<file path="config.mk">
export PLATFORM = sky130hd
export DESIGN_NAME = seq_rca
export DESIGN_NICKNAME = d
export VERILOG_FILES = /design/src/rtl/seq_rca.sv
export SDC_FILE = /design/constraint.sdc
export NUM_CORES = 1
export LEC_CHECK = 0
export CELL_PAD_IN_SITES_DETAIL_PLACEMENT = 1
export CELL_PAD_IN_SITES_GLOBAL_PLACEMENT = 1
export CORE_MARGIN = 5
export CORE_UTILIZATION = 26
export CTS_BUF_LIST = sky130_fd_sc_hd__clkbuf_8
export DETAILED_ROUTE_END_ITERATION = 8
export GPL_TIMING_DRIVEN = 0
export PLACE_DENSITY = 0.63
export SLEW_MARGIN = 10
export SYNTH_ARGS = -nofsm -noshare
export SYNTH_HDL_FRONTEND = slang
export SYNTH_SLANG_ARGS = --single-unit
</file>
<file path="constraint.sdc">
create_clock -name clk -period 2.7 [get_ports clk]
set_input_delay 0.81 -clock clk [delete_from_list [all_inputs] [get_ports clk]]
set_output_delay 0.81 -clock clk [all_outputs]
set_load 0.01 [all_outputs]
</file>
<file path="src/rtl/seq_rca.sv">
// Multi-cycle add/subtract unit: an N-bit result is built K bits per clock
// through one K-bit ripple slice, with a start/done handshake.
module seq_rca #(
    parameter int N = 8,
    parameter int K = 2
) (
    input  logic         clk,
    input  logic         rst_n,
    input  logic         start,
    input  logic         sub,
    input  logic [N-1:0] a,
    input  logic [N-1:0] b,
    input  logic         cin,
    output logic [N-1:0] s,
    output logic         c,
    output logic         ovf,
    output logic         busy,
    output logic         done
);
    // state | meaning
    // IDLE  | waiting for start; s/c/ovf hold the last result
    // RUN   | one K-bit chunk per edge, LSB chunk first
    // DONE  | result valid, done pulses for this cycle only

    localparam int CHUNKS = N / K;
    localparam int CW = (CHUNKS > 1) ? $clog2(CHUNKS) : 1;
    localparam logic [CW-1:0] LAST = CW'(CHUNKS - 1);

    generate
        if (N < 2 || K < 1 || K > N || (N % K) != 0) begin : g_bad_params
            $error("seq_rca: illegal N/K combination");
        end
    endgenerate

    typedef enum logic [1:0] {IDLE, RUN, DONE} state_t;

    state_t        state;
    logic [CW-1:0] cnt;
    logic [N-1:0]  a_r;
    logic [N-1:0]  b_r;
    logic          cy;
    logic [K-1:0]  a_k;
    logic [K-1:0]  b_k;
    logic [K:0]    slice;

    always_comb begin
        a_k   = a_r[cnt*K +: K];
        b_k   = b_r[cnt*K +: K];
        slice = {1'b0, a_k} + {1'b0, b_k} + {{K{1'b0}}, cy};
    end

    always_ff @(posedge clk or negedge rst_n) begin
        if (!rst_n) begin
            state <= IDLE;
            cnt   <= '0;
            a_r   <= '0;
            b_r   <= '0;
            cy    <= 1'b0;
            s     <= '0;
            c     <= 1'b0;
            ovf   <= 1'b0;
            busy  <= 1'b0;
            done  <= 1'b0;
        end else begin
            case (state)
                IDLE: begin
                    if (start) begin
                        // subtract is a + ~b + ~borrow, so invert once here
                        a_r   <= a;
                        b_r   <= sub ? ~b : b;
                        cy    <= sub ? ~cin : cin;
                        cnt   <= '0;
                        busy  <= 1'b1;
                        state <= RUN;
                    end
                end
                RUN: begin
                    s[cnt*K +: K] <= slice[K-1:0];
                    cy            <= slice[K];
                    if (cnt == LAST) begin
                        c     <= slice[K];
                        ovf   <= (a_r[N-1] == b_r[N-1]) && (slice[K-1] != a_r[N-1]);
                        done  <= 1'b1;
                        state <= DONE;
                    end else begin
                        cnt <= cnt + 1'b1;
                    end
                end
                DONE: begin
                    done  <= 1'b0;
                    busy  <= 1'b0;
                    cnt   <= '0;
                    state <= IDLE;
                end
                default: begin
                    done  <= 1'b0;
                    busy  <= 1'b0;
                    state <= IDLE;
                end
            endcase
        end
    end

endmodule

</file>
* Word-level counts from Yosys, hierarchy flattened
Index checks and enable logic that the tools add are counted.
** Word-level totals
- Register bits :: 33
- Input port bits :: 21
- Output and inout bits :: 12
- Word-level logic and storage cells :: 56
** Operators by class
- Add/subtract/negate cells :: 4
- Equality and inequality tests :: 8
- Shifts and indexed selects :: 4
- Muxes and demuxes :: 15
- Bitwise logic cells :: 4
- Reduce and logical (&&, ||, !) cells :: 11
** Operator list (number)
- $neg A3 Y34 :: 1
- $shift A2 B34 Y8 const A :: 1
- $shiftx A2 B34 Y8 :: 1
- $shiftx A8 B4 Y2 :: 2
- $reduce_and A2 Y1 :: 6
- $bwmux W8 :: 1
- $mux W2 :: 4
- $mux W8 :: 1
- $not A8 Y8 :: 1
- $ne A2 B2 Y1 const B :: 3
- $pmux W1 S2 :: 3
- $pmux W2 S3 :: 1
- $eq A2 B2 Y1 const B :: 2
- $mux W1 :: 4
- $pmux W2 S2 :: 1
- $add A2 B2 Y3 :: 1
- $add A3 B1 Y3 :: 1
- $not A1 Y1 :: 3
- $reduce_and A3 Y1 :: 1
- $reduce_bool A3 Y1 :: 1
- $add A2 B1 Y2 const B :: 1
- $eq A2 B1 Y1 const B :: 1
- $logic_not A2 Y1 :: 1
- $reduce_bool A2 Y1 :: 1
- 3 further kinds :: 3

* Longest topological paths before layout
- Depth in word-level cells :: 5
- Depth in mapped cells :: 7
- Depth with buffers taken out :: 6

* Worst setup path before layout
No wires, ideal clock.
- Path type :: reg-to-reg
- From :: reg cnt[0]
- To :: reg s[1]
- Setup time :: 0.065 ns
- Arrival :: 2.456 ns
- Data required time :: 2.635 ns
- Setup slack :: 0.179 ns
- Cell stages (with the launch flop) :: 7
- Path buffers :: 1
- Period minus slack after synthesis :: 2.521 ns
- Path through :: dfrtp_1 > buf_2 > mux4_2 > fa_1 > fa_1 > nor4bb_1 > mux2_2
** Between the ends
- Longest elaborated chain between the ends :: 5
- Elaborated cells between the ends (all ways) :: 8
- Those cells by class :: add/sub: 3; shift: 4; mux: 1
** Ends and longest elaborated chain
- from (decl) :: RTL line 38 : logic [CW-1:0] cnt;
- from (signal assigned) :: RTL line 86 : cnt <= cnt + 1'b1;
- $shiftx A8 B4 Y2 (on tied branches) :: RTL line 47, 48
- $add A2 B2 Y3 :: RTL line 49 : slice = {1'b0, a_k} + {1'b0, b_k} + {{K{1'b0}}, cy};
- $add A3 B1 Y3 :: RTL line 49
- $shiftx A2 B34 Y8 :: RTL line 78 : s[cnt*K +: K] <= slice[K-1:0];
- $bwmux W8 (*) :: RTL line 78
- to (signal, indexed assignment) :: RTL line 78
- to (decl) :: RTL line 14 : output logic [N-1:0] s,
Every way passes the cells marked *; elsewhere a longest branch is shown, timed or not.
A chain may end at the register's enable or synchronous reset.

* Worst setup path after layout
Ends and elaborated chain as after synthesis.

==> impl_metrics.ini <==
[layout]
multiInputGateArea_sq_um = 787
instances_no_fill = 258
final_util = 0.348
n_antenna_cell = 0
seq_area_sq_um = 826
nNetsFinal = 209
drive_gt1_frac = 0.193
syn_to_final_growth_pct = 31.6
nFillCells = 724

[pwr]
power.share.switching = 0.376
power.internal_mw = 1.65
power.leakage_nw = 0.906
seq_power_share = 0.319
max-vdd-ir-drop_v = 0.000523
power.switching_mw = 0.996
p_per_area_nw_per_um2 = 1200
combPwrFrac = 0.530
clkPwrFrac = 0.151

[hold_path]
hp-start = s[5]
holdPathEnd = s[5]
hp-class = reg2reg
hold_path_depth = 2

[job]
cap_violations = 0

[critical_path]
r2r_slack_ps = 110
crit_buf_inv = 1
worstPathArrival_ps = 2810
cp-start-kind = flip-flop
path_class = reg2reg
rr_worst_depth = 6
r2r_end = s[1]
setup.worst_path.end_class = flip-flop
cp_cell_sequence = buf_6 > mux4_2 > fa_2 > fa_2 > nor4bb_4 > mux2_2
reg2reg_from = cnt[0]
cp_slowest_cell = fa_2
path_max_fanout = 5
crit_top_cell = fa_2
slowest_delay_ps = 610
cpLargestDelayFamily = adder cells
critical_path_required_ps = 2920

[grt]
antenna_found_initial = 0
grt_most_used_layer = met2
grt_pass1_wl_microns = 6200
use_met1 = 0.115
grt_overflow = 0
grtUsageTotal = 0.0945
first_global_vias = 1288
use_met3 = 0.0301
gr-usage-met2 = 0.157
grt_start_max_net_pins = 34

[timing]
fmax_ghz = 0.386
hold_violations = 0
worst_pin_slew_ps = 760
setup_tns_ps = 0
rsz0062_at_grt = false
maxSlewHeadroom = 0.493
period_share = 0.959
setup_viol = 0
finClkSkew_ps = 11.8
fin_crit_ps = 2590
maxSlewViolCount = 0
hold_slack_ps = 479

[placed_design]
routabilityCongestion = 0.719
dpl.hpwl_microns = 2700
dp_cells = 250
port_buffers = 31

[floorplanning]
die_h_microns = 90.2
io_pins = 33
rows = 29
die_w_microns = 90.2
core_area_sq_um = 6310
start_util = 0.265
dieArea_sq_um = 8130

[synth]
yosysMostFrequentCell = dfrtp_1
synthTopCellsByArea = dfrtp_1 49%, mux2_2 6.7%, mux4_2 5.4%, ha_1 4.5%, xnor2_1 4.2%
synth_top_cell_area_share = 0.494
synth.distinct_cells = 32
synth_top_area_cell = dfrtp_1
synth_nets = 171
yosys-top-cells-count = 33 x dfrtp_1, 14 x nand2_1, 11 x a21oi_1, 11 x nor2_1, 10 x mux2_2
syn_avg_cell_area_sq_um = 11.8
synth_cells = 142
netlist_area_sq_um = 1670
yosys_warnings = 0
ys_ff_latch = 33
synth_ff_type = dfrtp_1
ys_seq_area_frac = 0.494
synth_edf_count = 0
synthArstFlopShare = 1.00

[drt]
firstDrtPassIters = 3
drc = 0
vias = 1137
detail-route-antenna-nets = 0
routed_wl_microns = 3650
drt-wirelength-per-cell_microns = 14.1
drtIter0Drc = 26
vias_per_cell = 4.41

[clock_tree]
clock_sinks = 33
clkLatencyLatePin_ps = 290
clockBufferDepth = 2
cts.htree.levels = 2
root_buffer = clkbuf_8
cts_tree = yes
clk_pin_slew_ps = 70
numCtsBuffers = 5

[status]
outcome = complete, no violations
-- per-layer routing --
layer / share of wire / routed length [microns]
met1: 0.47 / 1700
met2: 0.47 / 1700
met3: 0.052 / 191
met4: 0.016 / 59
met5: 0 / 0
-- final cells by class --
type                    instances  share of cell area
plain buffers                   8              0.0284
clock buffers                   6              0.0375
clock inverters                 2             0.00626
inverters                       5             0.00853
multi-input cells              95               0.358
flip-flops and latches         33               0.375
well taps                      77              0.0438
repair buffers                 32               0.142
-- cell usage in the layout (no fill, tap or decap), types with 2 or more instances in the layout --
cell / synthesis / routed
o21ai_0: 3 / 3
a21oi_1: 11 / 11
dfrtp_1: 33 / 33
buf_6: 2 / 3
fa_2: 0 / 2
mux2_2: 10 / 10
mux2_1: 2 / 2
buf_4: 2 / 3
nand4_1: 2 / 2
mux4_2: 4 / 4
nor2_1: 11 / 11
inv_1: 5 / 5
o41ai_1: 2 / 2
buf_2: 3 / 3
clkdlybuf4s50_1: 0 / 30
o2bb2ai_1: 2 / 2
nand3b_1: 2 / 2
nand2b_1: 2 / 2
nor2b_1: 2 / 2
nand2_1: 14 / 14
clkbuf_8: 0 / 6
xnor2_1: 8 / 8
ha_1: 6 / 6
o31ai_1: 2 / 2
-- power groups by stage --
stage          logic (mW)  clock network, mW  registers (mW)
5_1_grt              1.57              0.437           0.870
3_5_place_dp         1.32                  0           0.848
6_report             1.40              0.400           0.844
3_3_place_gp         1.30                  0           0.836
2_1_floorplan       0.897                  0           0.837
4_1_cts              1.34              0.420           0.847
-- worst max-delay path by stage --
stage | start | cells after the start | slack, ps | to
after global placement | cnt[0] | 6 | -90 | s[1]
after CTS | cnt[0] | 6 | 40 | s[1]
final | cnt[0] | 6 | 110 | s[1]
after detailed placement | cnt[0] | 6 | -110 | s[1]
after floorplan | cnt[0] | 6 | 180 | s[1]
after global routing | cnt[0] | 6 | 9 | s[1]
-- state kept, by name, indices dropped and copies added, names as in the netlist --
signal and cells:
b_r 8, cy 1, c 1, state 2, a_r 8, busy 1, s 8, cnt 2
ovf 1, done 1
-- cells by family (layout without fill, tap and decap cells) --
kind of cell               Yosys count  in the layout  synth area share
adders and majority gates            8              8            0.0689
AOI/OAI and AO/OA                   24             24            0.0898
xor gates and xnor gates             9              9            0.0472
buffers and inverters               14             53            0.0472
muxes                               16             16             0.135
and+or+nand+nor                     38             38             0.118
DFF                                 33             33             0.494
-- what timing repair did --
item,4_1_cts,5_1_grt
setup endpoints to repair,3,1
hold buffers,0,0
pin swaps,0,1
gates resized for setup,2,4
setup buffers,1,0
-- through the flow --
step | power [mW] | instance area, sq um | worst slack, ps
after floorplan | 1.73 | 1670 | 179
after global placement | 2.13 | 2080 | -88.3
after detailed placement | 2.17 | 2070 | -109
after CTS | 2.60 | 2180 | 37.8
after global routing | 2.88 | 2200 | 8.91
final | 2.65 | 2200 | 110
-- worst reg2reg max path: stages, from the launching register on --
cell and delay [ps]:
dfrtp_1 370, buf_6 150, mux4_2 550, fa_2 390, fa_2 610, nor4bb_4 290, mux2_2 170
Note: power is estimated with default switching activity, not from simulation.
